**src/rtl/mem_readout_pkg.sv**
```systemverilog
// Shared parameters and types for the memory read-out scheduler.
//   NPORTS     : number of memory ports feeding the 12:1 output mux
//   NENT_W     : entry-count / read-pointer width
//   BX_W       : BX tag width, also the memory page-select width
//   MEM_RD_LAT : cycles from rd_addr to data valid at the mux input
//   SEL_W      : width of the binary port select
package mem_readout_pkg;

  localparam int unsigned NPORTS     = 12;
  localparam int unsigned NENT_W     = 6;
  localparam int unsigned BX_W       = 3;
  localparam int unsigned MEM_RD_LAT = 1;
  localparam int unsigned SEL_W      = 4;

  typedef enum logic [1:0] {
    StIdle,
    StLoad,
    StRun,
    StDrain
  } state_e;

endpackage

```
**src/rtl/prio_encoder.sv**
```systemverilog
// Lowest-index-first priority encoder.
//   req : request vector, bit 0 has the highest priority
//   any : at least one request is set
//   idx : binary index of the lowest set request bit (0 when none)
module prio_encoder
  import mem_readout_pkg::*;
#(
  parameter int unsigned N    = NPORTS,
  parameter int unsigned IdxW = SEL_W
) (
  input  logic [N-1:0]    req,
  output logic            any,
  output logic [IdxW-1:0] idx
);

  always_comb begin
    any = |req;
    idx = '0;
    // Scan downwards so the lowest set bit is the last one written.
    for (int i = N - 1; i >= 0; i--) begin
      if (req[i]) begin
        idx = IdxW'(i);
      end
    end
  end

endmodule

```
**src/rtl/mem_readout_sched.sv**
```systemverilog
// Read-out scheduler for the memory-to-stream path.
// On start it latches the read page (bx_in-1) and per-port entry counts, then issues one
// memory read per cycle, draining ports in ascending index order.
//   clk, reset_n : clock, synchronous active-low reset
//   start        : one-cycle pulse at a BX boundary
//   bx_in        : BX currently being written; the previous page is read
//   nent         : packed per-port entry counts, port i at [i*NENT_W +: NENT_W]
//   rd_en        : one-hot memory read enable
//   rd_addr      : {read BX page, entry pointer}
//   mux_sel      : binary port select for the output mux, aligned to memory data
//   mux_bx       : read BX tag, aligned with mux_sel
//   stream_valid : mux output word valid
//   busy         : scheduler in LOAD/RUN/DRAIN
//   done         : pulse once the last valid word has left the mux
//   truncated    : pulse when start aborts an unfinished read-out
module mem_readout_sched
  import mem_readout_pkg::*;
(
  input  logic                     clk,
  input  logic                     reset_n,
  input  logic                     start,
  input  logic [BX_W-1:0]          bx_in,
  input  logic [NPORTS*NENT_W-1:0] nent,
  output logic [NPORTS-1:0]        rd_en,
  output logic [BX_W+NENT_W-1:0]   rd_addr,
  output logic [SEL_W-1:0]         mux_sel,
  output logic [BX_W-1:0]          mux_bx,
  output logic                     stream_valid,
  output logic                     busy,
  output logic                     done,
  output logic                     truncated
);

  localparam int unsigned DrainW    = $clog2(MEM_RD_LAT + 1) + 1;
  localparam logic [DrainW-1:0] DrainLast = DrainW'(MEM_RD_LAT);

  state_e                   state_q, state_d;
  logic [BX_W-1:0]          bx_rd_q, bx_rd_d;
  logic [NENT_W-1:0]        rem_q [NPORTS];
  logic [NENT_W-1:0]        rem_d [NPORTS];
  logic [NENT_W-1:0]        ptr_q [NPORTS];
  logic [NENT_W-1:0]        ptr_d [NPORTS];
  logic [NPORTS-1:0]        rd_en_q, rd_en_d;
  logic [BX_W+NENT_W-1:0]   rd_addr_q, rd_addr_d;
  logic [SEL_W-1:0]         sel_q, sel_d;
  logic                     done_q, done_d;
  logic                     trunc_q, trunc_d;
  logic [DrainW-1:0]        drain_cnt_q, drain_cnt_d;

  logic [NPORTS-1:0]        pend;
  logic                     pend_any;
  logic [SEL_W-1:0]         pend_idx;

  // Delay pipes from the read issue point to the mux.
  logic [SEL_W-1:0]         sel_pipe_q [MEM_RD_LAT];
  logic [BX_W-1:0]          bx_pipe_q  [MEM_RD_LAT];
  logic [MEM_RD_LAT:0]      vld_pipe_q;

  always_comb begin
    pend = '0;
    for (int i = 0; i < NPORTS; i++) begin
      pend[i] = (rem_q[i] != '0);
    end
  end

  prio_encoder #(
    .N    (NPORTS),
    .IdxW (SEL_W)
  ) u_prio (
    .req (pend),
    .any (pend_any),
    .idx (pend_idx)
  );

  always_ff @(posedge clk) begin
    if (!reset_n) begin
      state_q     <= StIdle;
      bx_rd_q     <= '0;
      rd_en_q     <= '0;
      rd_addr_q   <= '0;
      sel_q       <= '0;
      done_q      <= 1'b0;
      trunc_q     <= 1'b0;
      drain_cnt_q <= '0;
      for (int i = 0; i < NPORTS; i++) begin
        rem_q[i] <= '0;
        ptr_q[i] <= '0;
      end
    end else begin
      state_q     <= state_d;
      bx_rd_q     <= bx_rd_d;
      rd_en_q     <= rd_en_d;
      rd_addr_q   <= rd_addr_d;
      sel_q       <= sel_d;
      done_q      <= done_d;
      trunc_q     <= trunc_d;
      drain_cnt_q <= drain_cnt_d;
      rem_q       <= rem_d;
      ptr_q       <= ptr_d;
    end
  end

  always_comb begin
    state_d     = state_q;
    bx_rd_d     = bx_rd_q;
    rem_d       = rem_q;
    ptr_d       = ptr_q;
    rd_en_d     = '0;
    rd_addr_d   = rd_addr_q;
    sel_d       = sel_q;
    done_d      = 1'b0;
    trunc_d     = 1'b0;
    drain_cnt_d = drain_cnt_q;

    unique case (state_q)
      StIdle: begin
      end
      StLoad: begin
        for (int i = 0; i < NPORTS; i++) begin
          rem_d[i] = nent[i*NENT_W +: NENT_W];
          ptr_d[i] = '0;
        end
        state_d = StRun;
      end
      StRun: begin
        if (pend_any) begin
          for (int i = 0; i < NPORTS; i++) begin
            if (pend_idx == SEL_W'(i)) begin
              rd_en_d[i] = 1'b1;
              rd_addr_d  = {bx_rd_q, ptr_q[i]};
              rem_d[i]   = rem_q[i] - 1'b1;
              ptr_d[i]   = ptr_q[i] + 1'b1;
            end
          end
          sel_d = pend_idx;
        end else begin
          state_d     = StDrain;
          drain_cnt_d = '0;
        end
      end
      StDrain: begin
        if (drain_cnt_q == DrainLast) begin
          state_d = StIdle;
          done_d  = 1'b1;
        end else begin
          drain_cnt_d = drain_cnt_q + 1'b1;
        end
      end
      default: state_d = StIdle;
    endcase

    // start wins over everything: abandon the current read-out and reload.
    if (start) begin
      // In LOAD the counts about to be latched stand in for the remaining counts.
      trunc_d     = ((state_q == StLoad) && (|nent)) || ((state_q == StRun) && pend_any);
      rem_d       = rem_q;
      ptr_d       = ptr_q;
      rd_en_d     = '0;
      rd_addr_d   = rd_addr_q;
      sel_d       = sel_q;
      done_d      = 1'b0;
      drain_cnt_d = drain_cnt_q;
      bx_rd_d     = bx_in - 1'b1;
      state_d     = StLoad;
    end
  end

  always_ff @(posedge clk) begin
    if (!reset_n) begin
      vld_pipe_q <= '0;
      for (int i = 0; i < MEM_RD_LAT; i++) begin
        sel_pipe_q[i] <= '0;
        bx_pipe_q[i]  <= '0;
      end
    end else begin
      vld_pipe_q    <= {vld_pipe_q[MEM_RD_LAT-1:0], |rd_en_q};
      sel_pipe_q[0] <= sel_q;
      bx_pipe_q[0]  <= bx_rd_q;
      for (int i = 1; i < MEM_RD_LAT; i++) begin
        sel_pipe_q[i] <= sel_pipe_q[i-1];
        bx_pipe_q[i]  <= bx_pipe_q[i-1];
      end
    end
  end

  assign rd_en        = rd_en_q;
  assign rd_addr      = rd_addr_q;
  assign mux_sel      = sel_pipe_q[MEM_RD_LAT-1];
  assign mux_bx       = bx_pipe_q[MEM_RD_LAT-1];
  assign stream_valid = vld_pipe_q[MEM_RD_LAT];
  assign busy         = (state_q != StIdle);
  assign done         = done_q;
  assign truncated    = trunc_q;

endmodule

```
**config.mk**
```make
export PLATFORM = sky130hd
export DESIGN_NAME = mem_readout_sched
export DESIGN_NICKNAME = d
export VERILOG_FILES = /design/src/rtl/mem_readout_pkg.sv /design/src/rtl/prio_encoder.sv /design/src/rtl/mem_readout_sched.sv
export SDC_FILE = /design/constraint.sdc
export NUM_CORES = 1
export LEC_CHECK = 0
export CAP_MARGIN = 5
export CORE_ASPECT_RATIO = 2
export CORE_MARGIN = 3
export CORE_UTILIZATION = 58
export DETAILED_ROUTE_END_ITERATION = 10
export HOLD_SLACK_MARGIN = 0.05
export PLACE_DENSITY = 0.81
export SLEW_MARGIN = 20
export SYNTH_ARGS = -nofsm -noshare
export SYNTH_HDL_FRONTEND = slang
export SYNTH_SLANG_ARGS = --single-unit
```
**constraint.sdc**
```tcl
create_clock -name clk -period 3.7 [get_ports clk]
set_clock_uncertainty 0.15 [all_clocks]
set_input_delay 0.74 -clock clk [delete_from_list [all_inputs] [get_ports clk]]
set_output_delay 0.74 -clock clk [all_outputs]
set_load 0.02 [all_outputs]
```
[Word-level counts from Yosys, hierarchy flattened]
Memories as Yosys holds them, arrays and structs flattened.
Cells that the tools add are included.
W data, S select, Z words.
Operators by class
  muxes and demuxes: 78
  bitwise operators: 5
  eq/ne operators: 33
  $add $sub $neg: 26
  reduce and logical (&&, ||, !) cells: 48
Operators by type and width (number)
  $pmux W72 S2: 2
  $mux W6: 24
  $mux W72: 2
  $mux W9: 12
  $add A6 B1 Y6 const B: 12
  $reduce_bool A6 Y1: 12
  $reduce_or A72 Y1: 1
  $sub A6 B1 Y6 const B: 12
  $reduce_and A4 Y1: 14
  $mux W4: 13
  $ne A2 B2 Y1 const B: 16
  $reduce_or A12 Y1: 2
  $mux W1: 18
  $eq A4 B3 Y1 const B: 4
  $eq A4 B4 Y1 const B: 4
  $reduce_bool A12 Y1: 1
  $reduce_and A3 Y1: 3
  $eq A4 B2 Y1 const B: 2
  $mux W2: 4
  $reduce_or A4 Y1: 2
  $ne A3 B3 Y1 const B: 2
  $pmux W2 S3: 1
  $reduce_bool A2 Y1: 3
  $reduce_or A3 Y1: 2
  15 further kinds: 22
Storage, ports and cells
  bits of input ports: 78
  memory bits (writable): 7
  output and inout port bits: 32
  bits in registers: 180
  memories kept: 2
Memory list
  sel_pipe_q: depth 1, width 4, read ports 1, clocked after memory_dff 0, write ports 1, RTL line mem_readout_sched.sv:55  | logic [SEL_W-1:0] sel_pipe_q [MEM_RD_LAT];
  bx_pipe_q: depth 1, width 3, read ports 1, clocked after memory_dff 0, write ports 1, RTL line mem_readout_sched.sv:56  | logic [BX_W-1:0] bx_pipe_q [MEM_RD_LAT];

[Depth between registers and ports, before layout]
Gate-level depths: netlist (run 1).
  word-level depth: 26
  gate-level depth with buffers: 13

[Hierarchy]
A second synthesis (run 1) with hierarchy kept.
Unflattened totals
  cell total of the unflattened synthesis: 1259
  area total of the unflattened synthesis: 9933.3 um^2
By module, submodules not included
  mem_readout_sched: times used 1, area each 9804.4 um^2, cells an instance 1237
  prio_encoder: times used 1, area each 128.9 um^2, cells an instance 22

[Least setup slack after synthesis (run 1)]
OpenSTA, ideal clock, no wires.
  kind: register -> register
  from: register rem_q[24] (netlist bit)
  to: register ptr_q[11] (netlist bit)
  setup slack: 0.820 ns
  path buffers: 0
  arrival time: 2.659 ns
  data required time: 3.480 ns
  setup time: 0.070 ns
  cell stages (with the launch flop): 11
  clock period less this slack: 2.880 ns
  path through: dfxtp_1 -> inv_1 -> ha_1 -> or3b_4 -> nor3_4 -> o2111ai_4 -> a211oi_4 -> o211ai_4 -> a21o_4 -> or4_1 -> a21oi_1
On the way
  cells in the longest elaborated chain, start to end: 12
Ends and longest elaborated chain
  start: declaration: RTL line mem_readout_sched.sv:39  | logic [NENT_W-1:0] rem_q [NPORTS];
  start signal: assignment: RTL line mem_readout_sched.sv:98  | rem_q <= rem_d;
  $reduce_bool A6 Y1 *: RTL line mem_readout_sched.sv:62  | pend[i] = (rem_q[i] != '0);
  $mux W4 (8 in a row): RTL line prio_encoder.sv:21  | if (req[i]) begin
  $eq A4 B4 Y1: RTL line mem_readout_sched.sv:128  | if (pend_idx == SEL_W'(i)) begin
  $ne A2 B2 Y1 (no source line)
  $reduce_and A4 Y1 (no source line) *
  end signal: assignment: RTL line mem_readout_sched.sv:99  | ptr_q <= ptr_d;
  end: declaration: RTL line mem_readout_sched.sv:41  | logic [NENT_W-1:0] ptr_q [NPORTS];
Every way passes the cells marked *; elsewhere a longest branch is shown, timed or not.
A chain may end at the register's enable or synchronous reset.

[Worst setup path in the final report (run 1)]
  from: register rem_q[24] (netlist bit)
  to: register ptr_q[35] (netlist bit)
On the way
  cells in the longest elaborated chain, start to end: 12
Ends and longest elaborated chain (RTL line)
  $reduce_bool A6 Y1 *: mem_readout_sched.sv:62
  $mux W4 (8 in a row): prio_encoder.sv:21
  $eq A4 B3 Y1: mem_readout_sched.sv:128
  $ne A2 B2 Y1 (no source line)
  $reduce_and A4 Y1 (no source line) *
Marks and branches as above.

==> impl_metrics.tcl, run 1 <==
set metrics [dict create \
    top_layer "met4" \
    max_freq_mhz 284 \
    htreeDepth 4 \
    drt-total-wl_mm 33.7 \
    drt-pass1-iter-count 6 \
    cp.required_ns 3.92 \
    hold_viol_final 0 \
    cts_buffer_depth 2 \
    max_cap_viol_count 0 \
    power.density_nw_per_um2 448 \
    syn2layout_area_growth_pct 19.6 \
    ys_seq_area_frac 0.351 \
    crit_slowest_cell "or4_1" \
    report.final.slew_viol_count 0 \
    antenna_cells 0 \
    place_ws_ns 0.154 \
    cp_top_family "simple AND/OR/NAND/NOR gates" \
    grt_pass1_wl_mm 53.1 \
    wl_met1_mm 12.1 \
    layout-drive-gt1-share 0.115 \
    fin_crit_ns 3.52 \
    worstMarginPinSlew_ns 0.967 \
    path_cells "inv_1 -> ha_1 -> or3b_4 -> nor3_4 -> a2111oi_4 -> buf_4 -> buf_4 -> a211oi_4 -> o21ai_2 -> a21o_1 -> or4_1 -> a21oi_1" \
    routed-wl-met3_mm 2.10 \
    placed_area_um2 12100 \
    slew_headroom 0.349 \
    syn_area_um2 10700 \
    synth_fp_nets 1426 \
    layoutNonFillerInstCount 1639 \
    grt_start_max_net_pins 129 \
    antenna_found_initial 0 \
    cp-end-kind "register" \
    ys_types 92 \
    hold_path_class "reg2reg" \
    cts_tree "yes" \
    final_cell_mix "dfxtp_1, nor2_1, nand2_1, a21oi_1, clkdlybuf4s50_1" \
    netlist_instances 1314 \
    setup_slack_ns 0.184 \
    worst_ep_arrival_time_ns 3.74 \
    final_antenna_net_count 0 \
    setup_viol 0 \
    ios 110 \
    fin_nets 1526 \
    final_common_cell "dfxtp_1" \
    wl_per_cell_um 20.5 \
    die_w_um 102 \
    drtIter0Drc 767 \
    timing.setup.tns_ns 0 \
    insertion_delay_ns 0.45 \
    power.leakage_nw 4.49 \
    async_flop_share 0 \
    start_util 0.595 \
    clkSinkCount 187 \
    path_buf_inv 3 \
    gp_congestion 0.975 \
    stdcell_area_um2 12800 \
    synth_edf_count 0 \
    yosysWarnings 0 \
    fin_crit_sh 0.950 \
    dpl.cell_count 1603 \
    cts_made_buffers 17 \
    slowest_delay_ns 0.55 \
    critPathKind "reg2reg" \
    total_power_mw 5.71 \
    die-area_um2 20200 \
    vias 10785 \
    die_y_um 198 \
    avgSynthCellArea_um2 8.13 \
    wl_met2_mm 17.1 \
    grt_pass1_vias 10356 \
    grt_use_total 0.338 \
    ys.flop_type "dfxtp_1" \
    critical_path.max_fanout 13 \
    dpl.hpwl_mm 24.4 \
    io_buffers 109 \
    vdd_drop_max_mv 0.303 \
    ys_seq_elements 187 \
    drc_errors 0 \
    core_area_um2 18000 \
    cpMostUsedCell "buf_4" \
    placementRows 69 \
    overflow 0 \
    root_buffer "clkbuf_16" \
    rsz0062_at_grt "no" \
    outcome "finished clean" \
    cp-start-kind "register" \
    vias_per_cell 6.58 \
    clk_pin_slew_ns 0.07 \
]
per-layer routing:
layer / GRT usage / vias to the layer above
met1: 0.378 / 5088
met5: 0 / -
met4: 0.226 / 0
met2: 0.573 / 522
li1: - / 5018
met3: 0.0582 / 157
flip-flops by register name, indices dropped and copies added, names as in the netlist:
| signal | cells |
|---|---|
| vld_pipe_q | 2 |
| bx_pipe_q | 3 |
| done | 1 |
| bx_rd_q | 3 |
| state_q | 2 |
| rem_q | 72 |
| ptr_q | 72 |
| drain_cnt_q | 2 |
| sel_q | 4 |
| rd_addr | 9 |
| sel_pipe_q | 4 |
| truncated | 1 |
| rd_en | 12 |
synth_stat cells (all sizes together), types with 18 or more instances:
cell type / count / area (um^2)
and2: 18 / 113
nand2: 124 / 470
buf: 18 / 100
ha: 34 / 425
or3: 26 / 163
nand4: 25 / 199
nor4: 30 / 218
a21oi: 129 / 702
xnor2: 18 / 158
nor3: 36 / 235
a211oi: 29 / 248
dfxtp: 187 / 3740
clkbuf: 53 / 199
inv: 47 / 176
o21ai: 76 / 395
nor2: 146 / 556
a31oi: 20 / 131
nand3: 54 / 275
xor2: 26 / 228
final timing paths:
kind / startpoint / end / slack, ns / depth (start not counted)
setup / recovery: rem_q[24] / ptr_q[35] / 0.18 / 12
hold / removal: vld_pipe_q[0] / vld_pipe_q[1] / 0.30 / 1
setup reg to reg: rem_q[24] / ptr_q[35] / 0.18 / 12
hold reg to reg: vld_pipe_q[0] / vld_pipe_q[1] / 0.30 / 1
kinds of logic after synthesis:
kind of cell,synth area share
buf+inv,0.0445
flops,0.351
simple gates,0.272
fa+ha+maj,0.0398
compound gates,0.253
mux,0.00398
xor+xnor,0.0361
area by class of cell:
type,instances,area [um^2]
Clock buffer,21,460
Clock inverter,10,164
Fill cell,1418,5190
Inverter,47,176
Multi-Input combinational cell,1010,6500
Sequential cell,187,3740
Tap cell,213,267
Timing Repair Buffer,151,1460
worst reg2reg max path, cell delays in order, from the launching register on:
cell and delay, ns:
dfxtp_1 0.31, inv_1 0.08, ha_1 0.21, or3b_4 0.42
nor3_4 0.22, a2111oi_4 0.11, buf_4 0.17, buf_4 0.16
a211oi_4 0.41, o21ai_2 0.16, a21o_1 0.35, or4_1 0.55
a21oi_1 0.14
power breakdown:
group,leakage (nW),total [mW],switching [mW],internal (mW)
Sequential,1.52,2.16,0.0735,2.09
Clock,0.304,1.99,0.823,1.17
Combinational,2.67,1.56,1.02,0.545
Total,4.49,5.71,1.91,3.80
timing repair:
action / CTS / global route
endpoints found under the hold margin: 0 / 0
buffers inserted: 0 / 4
gates resized for setup: 0 / 2
endpoints found under the setup margin: 0 / 2
hold buffers: 0 / 0
per-stage QoR:
stage          hold slack [ns]  utilization
2_1_floorplan            0.262            -
3_3_place_gp             0.285        0.673
3_5_place_dp             0.284        0.673
4_1_cts                  0.304        0.708
5_1_grt                  0.301        0.711
6_report                 0.299        0.711
(Power assumes the default switching activity.)
==> run 2, diff against run 1 <==
Settings changed: SKIP_CTS_REPAIR_TIMING set to 1.
==> results of run 2 <==
Same layout as run 1: the final DEF is identical, and so are final timing and power.
==> run 3, diff against run 2 <==
Settings changed: CORE_ASPECT_RATIO 2 to 0.8, CTS_BUF_LIST set to sky130_fd_sc_hd__clkbuf_4 sky130_fd_sc_hd__clkbuf_8 sky130_fd_sc_hd__clkbuf_16.
==> run 3 against run 2 <==
  * Die area fell by 0.44%
  * Power fell by 3.1%
  * Final cell count fell by 0.12%
  * Sequential share of layout area rose by 0.39 points
  * Combinational power fell by 3%
  * Sequential cell count did not move
  * Clock-buffer cell count fell by 4
  * Critical endpoint is now rd_addr[5]
  * Largest power group unchanged
==> impl_metrics.tcl, run 3 (synthesis results as in run 1) <==
set metrics [dict create \
    max_freq_mhz 280 \
    insertion_delay_ns 0.44 \
    power.density_nw_per_um2 439 \
    drt-total-wl_mm 32.5 \
    vias_per_cell 6.51 \
    cts_buffer_depth 2 \
    total_power_mw 5.54 \
    die_y_um 127 \
    hold_ws_ns 0.304 \
    critPathKind "reg2reg" \
    clk_pin_slew_ns 0.08 \
    hold_path_class "reg2reg" \
    die-area_um2 20100 \
    root_buffer "clkbuf_16" \
    htreeDepth 4 \
    antenna_found_initial 1 \
    final_common_cell "dfxtp_1" \
    fin_nets 1511 \
    grt_pass1_vias 9783 \
    grt_pass1_wl_mm 51.3 \
    hold_viol_final 0 \
    vdd_drop_max_mv 0.322 \
    drtIter0Drc 1198 \
    critical_path.max_fanout 8 \
    worst_ep_arrival_time_ns 3.73 \
    setup_viol 0 \
    grt_start_max_net_pins 109 \
    antenna_cells 0 \
    path_cells "inv_1 -> ha_1 -> or3b_4 -> nor3_4 -> o2111ai_4 -> a211oi_4 -> nor2_1 -> o21a_1 -> a2111oi_0 -> a21oi_1" \
    syn2layout_area_growth_pct 18.0 \
    report.final.slew_viol_count 0 \
    io_buffers 109 \
    power.leakage_nw 4.40 \
    slowest_delay_ns 0.57 \
    vias 10658 \
    slew_headroom 0.309 \
    layout-drive-gt1-share 0.109 \
    final_cell_mix "dfxtp_1, nor2_1, nand2_1, a21oi_1, clkdlybuf4s50_1" \
    crit_slowest_cell "a211oi_4" \
    worstMarginPinSlew_ns 1.04 \
    rsz0062_at_grt "no" \
    final_antenna_net_count 0 \
    cp-start-kind "register" \
    outcome "finished clean" \
    core_area_um2 17700 \
    wl_per_cell_um 19.9 \
    cts_made_buffers 17 \
    fin_crit_sh 0.965 \
    drt-pass1-iter-count 8 \
    final_util 0.712 \
    cts_tree "yes" \
    cp.required_ns 3.86 \
    grt_use_total 0.316 \
    timing.setup.tns_ns 0 \
    fin_crit_ns 3.57 \
    start_util 0.603 \
    overflow 0 \
    drc_errors 0 \
    dpl.hpwl_mm 22.9 \
    die_w_um 158 \
    gp_congestion 0.983 \
    placementRows 43 \
    clkSinkCount 187 \
    ios 110 \
    cp-end-kind "register" \
    max_cap_viol_count 0 \
    fill_cells 1420 \
]
[run 3: cell types whose count changed in the layout (fill, tap and decap cells not counted), moves of 2 or more]
cell and change:
buf_12 -2, buf_4 -12, bufinv_16 -3, clkbuf_1 -2
clkbuf_8 -2, clkinv_4 +4, inv_8 +4
[run 3: critical path, delay by kind of cell (launching register included)]
family | cells | cell delay [ns]
DFF | 1 | 0.32
AOI/OAI and AO/OA | 5 | 1.74
adders and majority gates | 1 | 0.20
buffers and inverters | 1 | 0.10
and+or+nand+nor | 3 | 0.93
[run 3: worst paths after layout]
path / startpoint / to / slack [ns] / cells past startpoint
worst max-delay path: rem_q[24] / rd_addr[5] / 0.13 / 10
worst min-delay path: drain_cnt_q[1] / drain_cnt_q[1] / 0.30 / 2
worst min register to register: drain_cnt_q[1] / drain_cnt_q[1] / 0.30 / 2
worst max register to register: rem_q[24] / rd_addr[5] / 0.13 / 10
[run 3: layer usage]
layer  up-vias  global-route usage  share of wire
met5         -                   0        0.00040
met3        67              0.0603           0.10
met1      5016               0.444           0.42
met2       601               0.500           0.45
li1       4972                   -              -
met4         2              0.0847          0.021
[run 3: power by group]
part / internal (mW) / leakage (nW) / switching [mW]
clock network: 0.956 / 0.290 / 0.899
registers: 2.09 / 1.52 / 0.0764
logic: 0.520 / 2.59 / 1.00
total: 3.56 / 4.40 / 1.98
[run 3: cell type report]
cell class              instances  area (um^2)  area share
flip-flops and latches        187         3740       0.297
inverters                      47          176      0.0140
repair buffers                137         1330       0.105
clock inverters                15          155      0.0123
well taps                     225          282      0.0223
clock buffers                  17          425      0.0338
multi-input cells            1009         6490       0.515
[run 3: per-stage QoR]
| stage | cell area, um^2 | instances | setup WS, ns |
|---|---|---|---|
| after CTS | 12600 | 1633 | 0.0678 |
| after floorplan | 10700 | 1314 | 0.820 |
| final | 12600 | 1637 | 0.128 |
| after global routing | 12600 | 1637 | 0.0141 |
| after global placement | 12000 | 1601 | 0.194 |
| after detailed placement | 12000 | 1601 | 0.110 |
==> variant 1, RTL diff (settings of run 2) <==
Re-encode `state_e` (4 states) as one-hot, 4 bits wide.
--- a/src/rtl/mem_readout_pkg.sv
+++ b/src/rtl/mem_readout_pkg.sv
@@ -13,9 +13,9 @@
   localparam int unsigned SEL_W      = 4;
 
-  typedef enum logic [1:0] {
-    StIdle,
-    StLoad,
-    StRun,
-    StDrain
+  typedef enum logic [3:0] {
+    StIdle  = 4'b0001,
+    StLoad  = 4'b0010,
+    StRun   = 4'b0100,
+    StDrain = 4'b1000
   } state_e;
 
Check against the original RTL: no difference found for any inputs over 4 cycles, from zero or initial values and one cycle with reset_n low; so few cycles prove little.
==> variant 1 against run 2 <==
Total power is 12% lower; area after synthesis shrank 3.2%; sequential power down 4%; sequential cell count is 2 higher; setup slack worse by 0.014 ns; design area is 1.6% lower; wire length down 3.6%; largest power group unchanged; highest routed layer unchanged.
==> variant 1: results <==
[status]
status = completed

[pwr]
comb_power_mw = 1.05
power_density_nw_per_um2 = 398
p_clk_share_pct = 37.6
swShare_pct = 30.3

[critical_path]
rr_endpoint = ptr_q[42]
arrival_ns = 3.75
critPathMaxStageDelay_ns = 0.42
worstRegToRegCells = 11
cp_max_fo = 10
crit_slowest_cell = or3_1

[global_routing]
first_global_vias = 10200
grt_max_degree = 90
gr-usage-met1_pct = 36.8
grtUsageMet2_pct = 59.3
grt_pass1_wl_um = 51600
grt_use_total_pct = 33.2
gr-usage-met3_pct = 4.71

[yosys]
synth-xor-area-share_pct = 3.98
ys_top_cells_by_count = dfxtp_1 (189), nor2_1 (147), nand2_1 (109), o21ai_0 (109), a21oi_1 (107)
synth.avg_cell_area_um2 = 7.92
synthAdderAreaFrac_pct = 3.51
synth_compound_area_share_pct = 23.8
synth_area_leaders = dfxtp_1 (37%), nor2_1 (5.3%), o21ai_0 (5.3%), a21oi_1 (5.2%), nand2_1 (4.0%)
synthMuxAreaShare_pct = 0.678
yosysSeqAreaShare_pct = 36.6
synthesis.nets = 1412
synth_cell_type_count = 90

[detailed_routing]
wl_per_cell_um = 19.7
drtIter0Drc = 630
vias_per_cell = 6.38

[timing]
tightest_slew_ns = 1.06
hold_slack_ns = 0.293

[cts]
path_clk_slew_ns = 0.07
cts_buffers = 17

[placed_design]
hpwl_um = 23900
place_ws_ns = -0.192
place_congestion = 0.978
dpl_cell_area_um2 = 11900

[final_layout]
finalNetCount = 1533
## variant 1: layer usage
layer  wire, um  part of all wire, %
met1      12000                   37
met4       1990                  6.1
met3       1570                  4.8
met2      16900                   52
met5          0                    0
## variant 1: worst max path at each step
stage	start	endpoint	slack, ns	cells past startpoint
global placement	rem_q[24]	rd_addr[1]	-0.20	11
CTS	rem_q[24]	rem_q[18]	-0.19	12
detailed placement	rem_q[24]	rd_addr[1]	-0.19	11
finish	rem_q[24]	ptr_q[42]	0.17	11
global route	rem_q[18]	rem_q[36]	0.02	13
floorplan	rem_q[66]	rem_q[33]	0.46	12
## variant 1: layout make-up
type / count / area, um^2
Clock inverter: 12 / 134
Timing Repair Buffer: 175 / 1620
Tap cell: 210 / 263
Inverter: 59 / 221
Clock buffer: 19 / 453
Sequential cell: 189 / 3780
Fill cell: 1427 / 4800
Multi-Input combinational cell: 984 / 6080
==> variant 2, RTL diff (flow settings as in run 2) <==
Made on the original files. Set the package constant `MEM_RD_LAT` to 2 (it was 1).
--- a/src/rtl/mem_readout_pkg.sv
+++ b/src/rtl/mem_readout_pkg.sv
@@ -10,5 +10,5 @@
   localparam int unsigned NENT_W     = 6;
   localparam int unsigned BX_W       = 3;
-  localparam int unsigned MEM_RD_LAT = 1;
+  localparam int unsigned MEM_RD_LAT = 2;
   localparam int unsigned SEL_W      = 4;
 
Behaviour: not the same (Yosys sat finds a counterexample within 4 cycles, from zero or initial values and one cycle with reset_n low).
==> variant 2 against run 2 <==
The run now ends with negative setup slack left; wire length decreased by 3.0%; global-route usage decreased by 1.1 points; clock power decreased by 3%; design area increased by 0.62%; sequential power increased by 4%; first-iteration DRC count decreased by 9.0%; count of clock-buffer cells in the layout decreased by 2; sequential cell count increased by 9; total power increased by 3.1%; area after synthesis increased by 0.90%; setup slack got worse by 0.18 ns; largest cell class unchanged; largest power group unchanged; highest routed layer unchanged.
==> variant 2: results <==
[detailed_routing]
vias_per_cell = 6.42
wl_per_cell_um = 19.5
dr.pass1.iters = 7
drtIter0Drc = 698
vias = 10700

[placed_design]
dpl.cell_count = 1640
place_congestion = 1.02
hpwl_um = 23700

[status]
violations = negative setup slack
status = complete, but fails checks

[cts]
cts_buffers = 17
htreeDepth = 4
clk_latency_ns = 0.45
path_clk_slew_ns = 0.08
clockBufferDepth = 2
root_buffer = clkbuf_16

[final_layout]
diodes = 0
fill_cells = 1446
layout-drive-gt1-share_pct = 11.4

[yosys]
synth.avg_cell_area_um2 = 8.01
synth_area_leaders = dfxtp_1 (36%), a21oi_1 (5.5%), nand2_1 (4.8%), nor2_1 (4.8%), ha_1 (4.1%)
synthMuxAreaShare_pct = 0.395
synthAdderAreaFrac_pct = 4.07
synth_warnings = 0
synth_cell_type_count = 91
synthArstFlopShare_pct = 0
synth_compound_area_share_pct = 22.4
synthesis.nets = 1458
synth-xor-area-share_pct = 4.07
ys_top_cells_by_count = dfxtp_1 (196), nand2_1 (139), nor2_1 (137)
yosysSeqAreaShare_pct = 36.4

[global_routing]
grt_max_degree = 84
gr-usage-met1_pct = 35.8
grt_use_total_pct = 32.7
grt_pass1_wl_um = 52000
first_global_vias = 10200
gr-usage-met3_pct = 5.02
antenna_found_initial = 0
grtUsageMet2_pct = 57.1

[critical_path]
arrival_ns = 3.87
crit_slowest_cell = a2111oi_0
critPathMaxStageDelay_ns = 0.67
cp_max_fo = 4
cp_top_family = compound AO/OA/AOI/OAI gates

[pwr]
p_leak_nw = 4.68
p_clk_mw = 1.93
p_switching_mw = 2.02
power_density_nw_per_um2 = 458
vdd_ir_drop_max_mv = 0.306
combPwrFrac_pct = 29.0

[timing]
setup_viol = 1
timing.final.ws_setup_ns = -0.000515
slew_headroom_pct = 42.7

[min_path]
hold_class = flip-flop to flip-flop
-- variant 2: changes by cell type in the layout (fill, tap and decap cells not counted), moves of 9 or more --
cell / delta
buf_4: +20
dfxtp_1: +9
nand2_1: +17
nand4_1: +9
o211ai_1: -9
xnor2_1: -13
xor2_1: +19
-- variant 2: cell families (layout without fill, tap and decap cells) --
group,Yosys count,in the layout
buffers and inverters,133,247
DFF,196,196
and+or+nand+nor,566,566
xor gates and xnor gates,50,50
adders and majority gates,35,35
muxes,4,4
AOI/OAI and AO/OA,361,361
-- variant 2: metrics by stage --
stage | setup TNS, ns | hold slack, ns | area, um^2 | setup WS, ns
3_3_place_gp | 0 | 0.264 | 12200 | 0.0939
2_1_floorplan | 0 | 0.255 | 10800 | 0.657
4_1_cts | 0 | 0.290 | 12800 | 0.0181
3_5_place_dp | 0 | 0.270 | 12200 | 0.0518
5_1_grt | -0.0281 | 0.293 | 12800 | -0.0281
6_report | -0.000515 | 0.283 | 12800 | -0.000515
-- variant 2: worst paths after layout --
kind	start	slack (ns)	cells past startpoint	to
worst max-delay path	rem_q[54]	-0.0005	11	rd_addr[0]
worst min-delay path	sel_pipe_q[0][2]	0.28	1	sel_pipe_q[0][6]
worst max register to register	rem_q[54]	-0.0005	11	rd_addr[0]
worst min register to register	sel_pipe_q[0][2]	0.28	1	sel_pipe_q[0][6]
-- variant 2: layer usage --
metal | vias to the layer above | part of all wire, %
met4 | 0 | 7.0
li1 | 5044 | -
met5 | - | 0
met3 | 135 | 5.0
met2 | 454 | 52
met1 | 5100 | 36
-- variant 2: cell type report --
cell class                 count  area share [%]
tap                          213            2.07
multi-input combinational   1016            49.0
sequential                   196            30.5
inverter                      45            1.31
clock inverter                13            1.29
timing repair buffer         170            12.3
clock buffer                  19            3.45
